==> config.mk <==
export PLATFORM = sky130hd
export DESIGN_NAME = lsu_mem
export DESIGN_NICKNAME = d
export VERILOG_FILES = /design/src/rtl/lsu_mem.sv
export SDC_FILE = /design/constraint.sdc
export NUM_CORES = 1
export LEC_CHECK = 0
export ABC_AREA = 1
export BUFFER_PORTS_ARGS = -buffer_cell sky130_fd_sc_hd__buf_2
export CAP_MARGIN = 20
export CORE_UTILIZATION = 58
export DETAILED_ROUTE_END_ITERATION = 10
export PLACE_DENSITY = 0.94
export SYNTH_ARGS = -nofsm -noshare
export SYNTH_HDL_FRONTEND = slang
export SYNTH_SLANG_ARGS = --single-unit
==> constraint.sdc <==
create_clock -name clk -period 7.3 [get_ports clk]
set_input_delay 1.825 -clock clk [delete_from_list [all_inputs] [get_ports clk]]
set_output_delay 1.825 -clock clk [all_outputs]
set_load 0.01 [all_outputs]
==> src/rtl/lsu_mem.sv <==
// Load/store unit memory sequencer: turns one EX-stage load or store into one
// or two word-aligned bus accesses. Misaligned accesses are either split in two
// or trapped, bus accesses are bounded by a timeout, and loads are byte-assembled
// and extended before being handed back.
module lsu_mem #(
  parameter int ADDR_W         = 32,
  parameter bit SPLIT_MISALIGN = 1'b1,
  parameter int TIMEOUT        = 255
) (
  input  logic              clk,
  input  logic              rst,
  input  logic              flush,
  input  logic              req_read,
  input  logic              req_write,
  input  logic [1:0]        req_width,
  input  logic              req_zero_ext,
  input  logic [ADDR_W-1:0] req_addr,
  input  logic [31:0]       req_wdata,
  output logic              bus_req,
  output logic              bus_we,
  output logic [ADDR_W-1:0] bus_addr,
  output logic [3:0]        bus_be,
  output logic [31:0]       bus_wdata,
  input  logic              bus_ack,
  input  logic [31:0]       bus_rdata,
  output logic              stall,
  output logic              done,
  output logic              load_misalign,
  output logic              store_misalign,
  output logic              access_fault,
  output logic [31:0]       rdata
);

  localparam int CNT_W = (TIMEOUT < 2) ? 1 : $clog2(TIMEOUT + 1);

  typedef enum logic [1:0] {IDLE, ACC0, ACC1, RESP} state_t;

  state_t state, state_nxt;

  // Lanes touched across the two consecutive words: [3:0] first word, [7:4] second.
  function automatic logic [7:0] lane_mask(input logic [1:0] width, input logic [1:0] off);
    logic [7:0] base;
    case (width)
      2'b00:   base = 8'b0000_0001;
      2'b01:   base = 8'b0000_0011;
      default: base = 8'b0000_1111;
    endcase
    return base << off;
  endfunction

  // Byte rotate left by off bytes so each source byte lands on its bus lane.
  function automatic logic [31:0] rotl_bytes(input logic [31:0] d, input logic [1:0] off);
    case (off)
      2'd1:    return {d[23:0], d[31:24]};
      2'd2:    return {d[15:0], d[31:16]};
      2'd3:    return {d[7:0],  d[31:8]};
      default: return d;
    endcase
  endfunction

  // Zero/sign extension of the low byte/half of an assembled load.
  function automatic logic [31:0] extend(input logic [31:0] d, input logic [1:0] width,
                                         input logic zext);
    case (width)
      2'b00:   return zext ? {24'd0, d[7:0]}  : {{24{d[7]}},  d[7:0]};
      2'b01:   return zext ? {16'd0, d[15:0]} : {{16{d[15]}}, d[15:0]};
      default: return d;
    endcase
  endfunction

  // Latched request (data only, qualified by state)
  logic [ADDR_W-1:0] addr_q;
  logic              we_q;
  logic [1:0]        width_q;
  logic              zext_q;
  logic [7:0]        lanes_q;
  logic [31:0]       wdata_q;
  logic [31:0]       lo_q;
  logic [31:0]       rdata_q;
  logic [CNT_W-1:0]  cnt;

  logic        req_valid, misalign, accept, split, timeout_hit, final_ack;
  logic [31:0] lo_word, assembled;
  logic [31:0] lane_bits;

  assign req_valid = (req_read ^ req_write) && !flush;
  assign misalign  = ((req_width == 2'b01) && (req_addr[1:0] == 2'd3)) ||
                     ((req_width[1] == 1'b1) && (req_addr[1:0] != 2'd0));
  assign accept    = (state == IDLE) && req_valid && (!misalign || SPLIT_MISALIGN) && !rst;

  assign split       = |lanes_q[7:4];
  assign bus_req     = (state == ACC0) || (state == ACC1);
  assign timeout_hit = bus_req && !bus_ack && (cnt == CNT_W'(TIMEOUT - 1));
  assign final_ack   = bus_ack && (((state == ACC0) && !split) || (state == ACC1));

  // Bus side: everything derives from latched state, so it is stable while waiting for ack.
  assign bus_be    = !bus_req ? 4'b0000 : ((state == ACC1) ? lanes_q[7:4] : lanes_q[3:0]);
  assign bus_addr  = (state == ACC1) ? {addr_q[ADDR_W-1:2] + (ADDR_W-2)'(1), 2'b00}
                                     : {addr_q[ADDR_W-1:2], 2'b00};
  assign bus_we    = bus_req && we_q;
  assign lane_bits = {{8{bus_be[3]}}, {8{bus_be[2]}}, {8{bus_be[1]}}, {8{bus_be[0]}}};
  assign bus_wdata = wdata_q & lane_bits;

  // Load assembly: first word is held in lo_q when the access was split.
  assign lo_word   = (state == ACC1) ? lo_q : bus_rdata;
  assign assembled = 32'({bus_rdata, lo_word} >> {addr_q[1:0], 3'b000});

  assign rdata = rdata_q;

  // Next-state and pulse outputs
  always_comb begin
    state_nxt      = state;
    stall          = 1'b0;
    done           = 1'b0;
    load_misalign  = 1'b0;
    store_misalign = 1'b0;
    access_fault   = 1'b0;
    case (state)
      IDLE: begin
        if (accept) begin
          state_nxt = ACC0;
          stall     = 1'b1;
        end else if (req_valid && misalign && !SPLIT_MISALIGN && !rst) begin
          load_misalign  = req_read;
          store_misalign = req_write;
        end
      end
      ACC0: begin
        stall = 1'b1;
        if (bus_ack) begin
          state_nxt = split ? ACC1 : RESP;
        end else if (timeout_hit) begin
          state_nxt    = IDLE;
          access_fault = !rst;
        end
      end
      ACC1: begin
        stall = 1'b1;
        if (bus_ack) begin
          state_nxt = RESP;
        end else if (timeout_hit) begin
          state_nxt    = IDLE;
          access_fault = !rst;
        end
      end
      RESP: begin
        state_nxt = IDLE;
        done      = !rst;
      end
      default: state_nxt = IDLE;
    endcase
  end

  // State register
  always_ff @(posedge clk) begin
    if (rst) state <= IDLE;
    else     state <= state_nxt;
  end

  // Per-access cycle counter, restarted on every entry into a bus access
  always_ff @(posedge clk) begin
    if (rst)
      cnt <= '0;
    else if (((state_nxt == ACC0) || (state_nxt == ACC1)) && (state_nxt != state))
      cnt <= '0;
    else if (bus_req)
      cnt <= cnt + CNT_W'(1);
  end

  // Request capture and first-word buffer
  always_ff @(posedge clk) begin
    if (accept) begin
      addr_q  <= req_addr;
      we_q    <= req_write;
      width_q <= req_width;
      zext_q  <= req_zero_ext;
      lanes_q <= lane_mask(req_width, req_addr[1:0]);
      wdata_q <= rotl_bytes(req_wdata, req_addr[1:0]);
    end
    if ((state == ACC0) && bus_ack)
      lo_q <= bus_rdata;
  end

  // Load result, updated on the completing ack so it is valid in RESP
  always_ff @(posedge clk) begin
    if (rst)
      rdata_q <= '0;
    else if (final_ack && !we_q)
      rdata_q <= extend(assembled, width_q, zext_q);
  end

endmodule

* Word-level counts from Yosys, hierarchy flattened
Index checks and enable logic that the tools add are counted.
** Cells by class
- $add $sub $neg :: 2
- $mul :: 0
- Divide/modulo/power cells :: 0
- Magnitude comparators :: 0
- Eq/ne operators :: 12
- Shift-type cells :: 2
- Muxes and demuxes :: 22
- Bitwise operators :: 2
- Reduce and logical (&&, ||, !) cells :: 25
** Operators by type and width (count)
- $mux W32 :: 4
- $pmux W32 S3 :: 1
- $pmux W32 S2 :: 1
- $shr A64 B5 Y32 :: 1
- $and A32 B32 Y32 :: 1
- $add A30 B1 Y30 const B :: 1
- $logic_and A1 B1 Y1 :: 11
- $eq A2 B1 Y1 const B :: 5
- $eq A2 B2 Y1 const B :: 5
- $add A8 B1 Y8 const B :: 1
- $eq A8 B8 Y1 const B :: 1
- $mux W2 :: 4
- $mux W4 :: 2
- $mux W8 :: 1
- $pmux W2 S4 :: 1
- $pmux W4 S2 :: 1
- $shl A8 B2 Y8 :: 1
- $logic_not A2 Y1 :: 3
- $mux W1 :: 6
- $logic_not A1 Y1 :: 5
- $reduce_or A2 Y1 :: 2
- $reduce_or A4 Y1 :: 1
- $logic_or A1 B1 Y1 :: 3
- $ne A2 B2 Y1 :: 1
- 2 further kinds :: 2
** Storage, ports and cells
- Bits in registers :: 150
- Latch bits :: 0
- Memory bits (writable) :: 0
- Bits in read-only memories :: 0
- Bits of input ports :: 105
- Output and inout port bits :: 107
- Word-level logic and storage cells :: 75
- Memories kept :: 0

* Depth between registers and ports, before layout
Gate-level depths: netlist (run 1).
- Word-level depth :: 11
- Depth in mapped cells :: 14

* Worst setup path before layout (run 1)
No wires, ideal clock.
- Kind :: input port to output port
- Start :: input rst
- End :: output stall
- Data arrival time :: 2.332 ns
- Required time :: 5.475 ns
- Path slack :: 3.143 ns
- Cell stages on the path :: 3
- Path through :: nor3b_1 -> nand2_1 -> a21oi_1
** Between the ends
- Cells in the longest elaborated chain, start to end :: 4
** RTL lines
- start, declared :: line 11 : input logic rst,
- $logic_not A1 Y1 :: line 89 : assign accept = (state == IDLE) && req_valid && (!misalign || SPLIT_MISALIGN) && !rst;
- $logic_and A1 B1 Y1 :: line 89
- $mux W1 :: line 120 : if (accept) begin
- $pmux W1 S2 :: line 118 : case (state)
- end, declared :: line 26 : output logic stall,
No other way between the ends.

* Final worst setup path (run 1)
- Start :: register state[0]
- End :: output bus_addr[27]
** Between the ends
- Cells in the longest elaborated chain, start to end :: 2
** RTL lines
- start, declared :: line 38 : state_t state, state_nxt;
- start signal, assigned :: line 157 : else state <= state_nxt;
- $eq A2 B2 Y1 :: line 98 : assign bus_addr = (state == ACC1) ? {addr_q[ADDR_W-1:2] + (ADDR_W-2)'(1), 2'b00}
- $mux W32 :: line 98
- end, declared :: line 21 : output logic [ADDR_W-1:0] bus_addr,
No other way between the ends.

==> results.json, run 1 <==
{
  "clock-root-buffer": "clkbuf_16",
  "yosysWarningCount": 0,
  "max_slew_margin_pct": 26.0,
  "synth_top_area_share_pct": 37.8,
  "nets": 1321,
  "hold_buffers": 0,
  "track_usage_pct": 30.0,
  "cts_tree": "done",
  "wirelength_um": 22000,
  "drc": 0,
  "fin_setup_tns_ns": 0,
  "slew_violations": 0,
  "drt.antenna.violating_nets": 0,
  "netlist_instances": 1023,
  "yosys.area.top_type": "edfxtp_1",
  "cts_resized": 0,
  "grt_pass1_wl_um": 34600,
  "post_cts_buffers": 0,
  "antenna_found_initial": 6,
  "vias": 7903,
  "setup_viol": 0,
  "leakage_nw": 4.55,
  "status": "complete, no violations",
  "crit_type": "reg -> out",
  "drive_gt1_share_pct": 24.7,
  "grt_overflow": 0,
  "vias_per_cell": 5.62,
  "areaGrowthSynthToFinish_pct": 18.4,
  "rsz0062_at_grt": "no",
  "skew_ns": 0.0106,
  "synth-edff-count": 107,
  "die_h_um": 123,
  "dp_hpwl_um": 15300,
  "ys.flop_type": "edfxtp_1",
  "synth.cell_area_sq_um": 8510,
  "ys_top_cells_by_count": "nand2_1 (254), inv_1 (109), edfxtp_1 (107)",
  "port_buffers": 207,
  "drt-pass1-iter-count": 7,
  "cp_max_fo": 47,
  "netlist-cell-type-count": 46,
  "grt_max_degree": 64,
  "ys_ff_latch": 149,
  "fmax_mhz": 208,
  "tightest_slew_ns": 1.11,
  "cp.arrival_ns": 2.99,
  "crit_required_ns": 5.48,
  "power_density_nw_per_um2": 220,
  "fin_crit_sh_pct": 66.0,
  "die_x_um": 123,
  "drtIter0Drc": 858,
  "swShare_pct": 27.9,
  "seq_area_frac_synth_pct": 47.7,
  "dieArea_sq_um": 15200,
  "finalCriticalPeriod_ns": 4.82,
  "async_flop_share_pct": 0,
  "std_cell_rows": 43,
  "final_core_util_pct": 71.4,
  "clkLatencyLatePin_ns": 0.42,
  "coreArea_sq_um": 14100,
  "initial_utilization_pct": 60.3,
  "synthMostInstantiatedCell": "nand2_1",
  "min_path_type": "reg -> reg",
  "peakVddDrop_mv": 0.196,
  "wire_per_inst_um": 15.7,
  "p_int_mw": 1.60,
  "top_level_ports": 212,
  "startpoint_type": "flop",
  "clk_path_buf_depth": 2,
  "max_cap_viol_count": 0,
  "synth.avg_cell_area_sq_um": 8.31,
  "numCtsBuffers": 17,
  "end_kind": "primary output",
  "gp_congestion": 0.912,
  "clk_pin_slew_ns": 0.06,
  "pwr-share-clk_pct": 36.6,
  "ys_top_cells_by_area": "edfxtp_1 (38%), nand2_1 (11%), dfxtp_1 (9.9%), inv_1 (4.8%), nor2_1 (4.5%)",
  "power.switching_mw": 0.618,
  "grt_pass1_vias": 7286,
  "numClockSinks": 149,
  "p_comb_share_pct": 17.9,
  "hold_viol_final": 0,
  "power_frac_seq_pct": 45.6,
  "htree_num_levels": 4
}
metrics by stage:
step	hold slack, ns	setup WS [ns]	cell area, sq um	std cells	power (mW)
6_report	0.529	2.48	10100	1405	2.21
2_1_floorplan	0.494	3.14	8520	1026	1.27
3_5_place_dp	0.515	2.84	9510	1368	1.42
4_1_cts	0.530	2.47	10100	1400	2.21
3_3_place_gp	0.509	2.88	9510	1368	1.40
5_1_grt	0.553	2.20	10100	1403	2.30
power groups by stage:
stage / Sequential, mW / Combinational, mW / Clock, mW
2_1_floorplan: 1.02 / 0.255 / 0
3_3_place_gp: 1.02 / 0.380 / 0
3_5_place_dp: 1.03 / 0.390 / 0
4_1_cts: 1.01 / 0.393 / 0.811
5_1_grt: 1.01 / 0.439 / 0.851
6_report: 1.01 / 0.396 / 0.809
registers in the layout, summed over array words and instances (netlist names):
name     cells
lanes_q      7
width_q      2
lo_q        32
wdata_q     32
state        2
rdata       32
cnt          8
addr_q      32
we_q         1
zext_q       1
layout make-up:
type | count | area (sq um)
flip-flops and latches | 149 | 4050
fillers | 1051 | 4030
multi-input cells | 704 | 3680
repair buffers | 215 | 1100
clock buffers | 28 | 522
inverters | 120 | 453
well taps | 180 | 225
clock inverters | 4 | 21.3
diodes | 5 | 12.5
worst paths after layout:
check	from	slack, ns	endpoint	depth (start not counted)
max reg2reg	state[0]	4.28	rdata[19]	12
min	rdata[5]	0.53	rdata[5]	2
min reg2reg	rdata[5]	0.53	rdata[5]	2
max	state[0]	2.48	bus_addr[27]	13
placed cells by master, fill, tap and decap left out, types with 22 or more instances in the layout:
cell       synthesis  final
nand3_1           63     63
o21ai_0           55     55
buf_2             17    207
a21oi_1           26     26
o2111ai_1         25     25
xor2_1            22     22
inv_1            109    108
nor2_1           103    103
dfxtp_1           42     42
edfxtp_1         107    107
nand2_1          254    254
routing by layer:
metal / GRT usage [%] / wire, um / vias up / part of all wire [%]
li1: - / - / 3766 / -
met1: 35.9 / 8370 / 3583 / 38
met2: 49.7 / 10600 / 467 / 48
met3: 7.98 / 2120 / 85 / 9.6
met4: 15.3 / 938 / 2 / 4.3
met5: 0 / 10 / - / 0.045
cells by family after synthesis:
| group | synth area share [%] |
|---|---|
| AO/OA/AOI/OAI | 13.0 |
| XOR/XNOR | 3.71 |
| adder cells (fa/ha/maj) | 1.32 |
| buffers and inverters | 9.19 |
| flip-flops | 47.7 |
| other | 0.0441 |
| AND/OR/NAND/NOR | 25.0 |
worst max-delay path, cell delays in order, from the launching register on:
cell and delay, ns:
dfxtp_1 0.35, inv_1 0.17, ha_2 0.19, buf_4 0.43, inv_2 0.12, buf_4 0.30, nor2_4 0.18, inv_2 0.07
nor2_4 0.11, nand2_2 0.07, nor2_2 0.15, nand4_1 0.12, xnor2_1 0.14, buf_2 0.14
Note: power is estimated with default switching activity, not from simulation.
==> inputs of run 2 (changes only) <==
--- a/config.mk
+++ b/config.mk
@@ -8,9 +8,9 @@
 export ABC_AREA = 1
 export BUFFER_PORTS_ARGS = -buffer_cell sky130_fd_sc_hd__buf_2
 export CAP_MARGIN = 20
-export CORE_UTILIZATION = 58
+export CORE_UTILIZATION = 49
 export DETAILED_ROUTE_END_ITERATION = 10
-export PLACE_DENSITY = 0.94
+export PLACE_DENSITY = 0.85
 export SYNTH_ARGS = -nofsm -noshare
 export SYNTH_HDL_FRONTEND = slang
 export SYNTH_SLANG_ARGS = --single-unit
==> constraint.sdc (replaced) <==
create_clock -name clk -period 4.42 [get_ports clk]
set_input_delay 1.105 -clock clk [delete_from_list [all_inputs] [get_ports clk]]
set_output_delay 1.105 -clock clk [all_outputs]
set_load 0.01 [all_outputs]
==> run 2 against run 1 <==
Wire length is 3.9% higher. Final area is 0.70% higher. Clock power is 67% higher. Critical path type unchanged. Critical endpoint is now bus_wdata[1]. Largest cell class unchanged. Die area is 18% higher. Combinational power is 68% higher.
==> results.json, run 2 (synthesis results as in run 1) <==
{
  "vias": 7849,
  "dieArea_sq_um": 17900,
  "finalCriticalPeriod_ns": 3.62,
  "crit_required_ns": 3.31,
  "final_common_cell": "nand2_1",
  "hold_viol_final": 0,
  "hold_buffers": 0,
  "wirelength_um": 22900,
  "end_kind": "primary output",
  "place_ws_ns": 1.35,
  "antenna_found_initial": 6,
  "p_comb_share_pct": 18.1,
  "top_level_ports": 212,
  "min_path_type": "reg -> reg",
  "worstHoldPathCells": 2,
  "max_cap_viol_count": 0,
  "stdcell_area_sq_um": 10100,
  "power_density_nw_per_um2": 363,
  "numClockSinks": 149,
  "peakVddDrop_mv": 0.279,
  "nets": 1322,
  "hold_ws_ns": 0.524,
  "drt.antenna.violating_nets": 0,
  "slew_violations": 0,
  "track_usage_pct": 25.9,
  "cpPeakStageDelay_ns": 0.50,
  "gp_congestion": 0.904,
  "p_int_mw": 2.61,
  "dp_hpwl_um": 16400,
  "cts_resized": 0,
  "fmax_mhz": 276,
  "rsz0062_at_grt": "no",
  "die_h_um": 134,
  "r2r_end": "rdata[28]",
  "numCtsBuffers": 17,
  "path_cells": "inv_1, ha_1, inv_1, nor3_2, inv_2, nor2_1, buf_2",
  "grt_max_degree": 54,
  "swShare_pct": 29.1,
  "setup_viol": 0,
  "grt_pass1_vias": 7395,
  "cts_tree": "done",
  "clk_path_buf_depth": 2,
  "cp.arrival_ns": 2.52,
  "coreArea_sq_um": 16800,
  "r2r_setup_slack_ns": 1.60,
  "clkLatencyLatePin_ns": 0.42,
  "vias_per_cell": 5.43,
  "areaGrowthSynthToFinish_pct": 19.2,
  "std_cell_rows": 47,
  "leakage_nw": 4.53,
  "fin_setup_tns_ns": 0,
  "post_cts_buffers": 0,
  "clock-root-buffer": "clkbuf_16",
  "setup_slack_ns": 0.799,
  "power_frac_seq_pct": 45.3,
  "htree_num_levels": 4,
  "drive_gt1_share_pct": 24.8,
  "startpoint_type": "flop",
  "worstReg2RegStart": "addr_q[1]",
  "crit_path_frequent_cell": "inv_1",
  "crit_type": "reg -> out",
  "cp_max_fo": 10,
  "max_slew_margin_pct": 28.6,
  "tightest_slew_ns": 1.07,
  "drt-pass1-iter-count": 5,
  "fin_crit_sh_pct": 81.9,
  "clk_pin_slew_ns": 0.06,
  "drc": 0,
  "initial_utilization_pct": 50.8,
  "holdCritStartpoint": "rdata[20]",
  "placed_area_sq_um": 9580,
  "cp_slowest_cell": "ha_1",
  "drtIter0Drc": 614,
  "placed_cells": 1409,
  "pwr-share-clk_pct": 36.6,
  "grt_pass1_wl_um": 36300,
  "grt_overflow": 0,
  "wire_per_inst_um": 15.8,
  "status": "complete, no violations",
  "fin_cells": 1446,
  "rr_worst_depth": 6,
  "min_to": "rdata[20]",
  "skew_ns": 0.0102,
  "port_buffers": 207,
  "power.switching_mw": 1.07,
  "die_x_um": 134,
  "final_cell_mix": "nand2_1 (254), buf_2 (207), inv_1 (108), edfxtp_1 (107), nor2_1 (103)"
}
==> run 2: changes by cell type in the layout (fill, tap and decap cells not counted), sizes merged <==
cell,before,now
buf,215,216
clkbuf,28,20
clkinvlp,0,5
bufinv,0,1
inv,120,121
clkinv,4,5
==> run 2: worst max-delay path, delay by kind of cell (launching register included) <==
family | cells | cell delay (ns)
flops | 1 | 0.49
fa+ha+maj | 1 | 0.50
simple gates | 2 | 0.44
buf+inv | 4 | 0.66
==> run 2: area by class of cell <==
class / instances / area [sq um]
fill: 1425 / 6620
sequential: 149 / 4050
multi-input combinational: 704 / 3680
timing repair buffer: 216 / 1120
inverter: 120 / 453
clock buffer: 20 / 437
tap: 220 / 275
clock inverter: 12 / 106
antenna: 5 / 12.5
==> run 2: stage by stage <==
step	util [%]	power (mW)
floorplan	-	2.10
global placement	57.2	2.33
detailed placement	57.2	2.35
CTS	60.4	3.69
global route	60.5	3.82
finish	60.5	3.68
==> run 2: power by group through the flow <==
stage	Sequential (mW)	Clock [mW]	Combinational, mW
finish	1.67	1.35	0.665
global route	1.68	1.41	0.733
CTS	1.67	1.36	0.660
detailed placement	1.70	0	0.652
global placement	1.69	0	0.636
floorplan	1.68	0	0.421
==> run 2: worst max-delay path by stage <==
| stage | from | to | depth (start not counted) |
|---|---|---|---|
| 2_1_floorplan | rst | addr_q[0] | 3 |
| 4_1_cts | state[1] | bus_wdata[1] | 7 |
| 3_5_place_dp | state[0] | bus_addr[27] | 11 |
| 5_1_grt | state[1] | bus_wdata[1] | 7 |
| 3_3_place_gp | rst | stall | 5 |
| 6_report | state[1] | bus_wdata[1] | 7 |
==> run 2: metal layers <==
layer	wire length, um	part of all wire [%]	vias up	global-route usage [%]
li1	-	-	3761	-
met1	9190	40	3607	32.4
met2	11000	48	412	41.6
met3	1960	8.6	67	6.43
met4	760	3.3	2	12.8
met5	14	0.061	-	0
==> inputs of run 3 (changes only) <==
--- a/config.mk
+++ b/config.mk
@@ -5,10 +5,10 @@
 export SDC_FILE = /design/constraint.sdc
 export NUM_CORES = 1
 export LEC_CHECK = 0
-export ABC_AREA = 1
+export ABC_AREA = 0
 export BUFFER_PORTS_ARGS = -buffer_cell sky130_fd_sc_hd__buf_2
 export CAP_MARGIN = 20
-export CORE_UTILIZATION = 49
+export CORE_UTILIZATION = 48
 export DETAILED_ROUTE_END_ITERATION = 10
 export PLACE_DENSITY = 0.85
 export SYNTH_ARGS = -nofsm -noshare
==> constraint.sdc (replaced) <==
create_clock -name clk -period 3.3 [get_ports clk]
set_input_delay 0.825 -clock clk [delete_from_list [all_inputs] [get_ports clk]]
set_output_delay 0.825 -clock clk [all_outputs]
set_load 0.01 [all_outputs]
==> run 3 against run 2 <==
The flow now finishes with violations (DRC). Area after synthesis decreased by 4.6%. Sequential share of layout area increased by 0.61 points. Critical path depth increased by 1. Sequential cell count unchanged. Largest power group unchanged.
==> results.json, run 3 <==
{
  "status": "complete, but fails checks",
  "violations": "DRC",
  "final_cell_mix": "buf_2 (207), edfxtp_1 (107), nor2_1 (58), mux4_2 (46)",
  "crit_type": "reg -> out",
  "slew_violations": 0,
  "final_core_util_pct": 60.4,
  "finalCriticalPeriod_ns": 3.17,
  "std_cell_rows": 47,
  "synth.avg_cell_area_sq_um": 12.5,
  "regArea_sq_um": 4050,
  "clock-root-buffer": "clkbuf_16",
  "numClockSinks": 149,
  "netlist-cell-type-count": 59,
  "skew_ns": 0.00806,
  "cp_max_fo": 11,
  "multi_input_area_sq_um": 3840,
  "async_flop_share_pct": 0,
  "drt.antenna.violating_nets": 0,
  "port_buffers": 207,
  "top_level_ports": 212,
  "max_cap_viol_count": 0,
  "nets": 962,
  "placed_cells": 1049,
  "wirelength_um": 19900,
  "seq_area_frac_synth_pct": 50.0,
  "grt_overflow": 0,
  "cp.arrival_ns": 2.34,
  "min_path_type": "reg -> reg",
  "synthSimpleGateAreaFrac_pct": 13.1,
  "gp_congestion": 0.887,
  "tightest_slew_ns": 0.956,
  "drc": 4,
  "yosysWarningCount": 0,
  "ys_top_cells_by_count": "edfxtp_1 (107), nor2_1 (59), mux4_2 (46)",
  "dieArea_sq_um": 17400,
  "numCtsBuffers": 17,
  "nFillCells": 1266,
  "grt_pass1_vias": 5979,
  "fmax_mhz": 316,
  "netlist_instances": 647,
  "coreArea_sq_um": 16500,
  "antenna_found_initial": 4,
  "synth.cell_area_sq_um": 8110,
  "ys.flop_type": "edfxtp_1",
  "track_usage_pct": 23.4,
  "grt_pass1_wl_um": 31700,
  "setup_viol": 0,
  "final_common_cell": "buf_2",
  "muxShareOfSynthArea_pct": 18.7,
  "hold_viol_final": 0,
  "wire_per_inst_um": 18.4,
  "ys_top_cells_by_area": "edfxtp_1 (40%), mux4_2 (13%), dfxtp_1 (10%), mux2_2 (3.2%), and2_1 (3.0%)",
  "ys_ff_latch": 149,
  "synth_top_family_by_area": "multiplexers",
  "fin_cells": 1083,
  "synthMostInstantiatedCell": "edfxtp_1",
  "crit_required_ns": 2.47,
  "die_h_um": 132,
  "peakVddDrop_mv": 0.379,
  "htree_num_levels": 4,
  "yosys.area.top_type": "edfxtp_1",
  "synth_compound_area_share_pct": 9.52,
  "leakage_nw": 3.92,
  "clk_pin_slew_ns": 0.06,
  "initial_utilization_pct": 49.1,
  "end_kind": "primary output",
  "clkLatencyLatePin_ns": 0.42,
  "post_cts_buffers": 0,
  "synth_top_area_share_pct": 39.6,
  "fin_setup_tns_ns": 0,
  "drtIter0Drc": 463,
  "cts_tree": "done",
  "clk_path_buf_depth": 2,
  "vias": 6094,
  "grt_max_degree": 76,
  "dp_hpwl_um": 14000,
  "synth_xor_area_share_pct": 4.00,
  "drt-pass1-iter-count": 8,
  "fin_crit_sh_pct": 96.0,
  "power_density_nw_per_um2": 457,
  "synth_fa_ha_area_share_pct": 1.39,
  "areaGrowthSynthToFinish_pct": 23.1,
  "die_x_um": 132,
  "synth-edff-count": 107,
  "vias_per_cell": 5.63,
  "drive_gt1_share_pct": 40.8,
  "max_slew_margin_pct": 36.2,
  "startpoint_type": "flop"
}
run 3: worst paths after layout:
path / slack, ns / from / end / depth (start not counted)
max: 0.13 / state[0] / bus_addr[19] / 8
min: 0.46 / rdata[7] / rdata[7] / 2
max reg2reg: 0.65 / state[0] / rdata[25] / 7
min reg2reg: 0.46 / rdata[7] / rdata[7] / 2
run 3: cell type report:
| type | count | share of cell area [%] |
|---|---|---|
| Clock inverter | 15 | 1.78 |
| Tap cell | 220 | 2.76 |
| Multi-Input combinational cell | 445 | 38.4 |
| Timing Repair Buffer | 225 | 11.7 |
| Antenna cell | 2 | 0.0501 |
| Sequential cell | 149 | 40.6 |
| Clock buffer | 17 | 4.26 |
| Inverter | 10 | 0.376 |
run 3: stage by stage:
stage | cell area (sq um) | hold slack, ns | total power [mW] | setup slack (ns)
detailed placement | 9350 | 0.453 | 2.62 | 0.443
CTS | 9970 | 0.461 | 4.59 | 0.0259
global route | 9980 | 0.504 | 4.72 | -0.0224
finish | 9980 | 0.457 | 4.57 | 0.132
global placement | 9350 | 0.444 | 2.60 | 0.520
floorplan | 8130 | 0.481 | 2.44 | -0.300
run 3: timing repair:
item	in CTS	in global routing
setup endpoints to repair	1	33
gates resized for setup	1	4
gates cloned	0	0
hold buffers	0	0
pin swaps	0	0
run 3: cells by family (layout without fill, tap and decap cells):
family / Yosys count / after routing
xor gates and xnor gates: 37 / 37
and+or+nand+nor: 205 / 205
muxes: 91 / 91
AOI/OAI and AO/OA: 99 / 99
DFF: 149 / 149
adders and majority gates: 9 / 9
buffers and inverters: 56 / 267
other: 1 / 6
run 3: critical path, cell delays in order, from the launching register on:
cell and delay, ns:
dfxtp_1 0.39, inv_2 0.18, ha_4 0.25, nand2_1 0.14, nor3_4 0.21, and2_1 0.19
and4_1 0.22, xor2_1 0.17, buf_2 0.16
run 3: layer usage:
layer | GRT usage (%) | vias up | part of all wire [%]
met3 | 5.07 | 40 | 5.5
met5 | 0 | - | 0.14
met2 | 38.8 | 238 | 50
li1 | - | 2861 | -
met4 | 8.91 | 4 | 2.5
met1 | 30.0 | 2951 | 42
run 3: power by group:
part | internal (mW) | switching (mW) | leakage (nW)
combinational | 0.228 | 0.254 | 2.32
sequential | 2.08 | 0.0324 | 1.32
clock | 1.19 | 0.783 | 0.282
total | 3.50 | 1.07 | 3.92
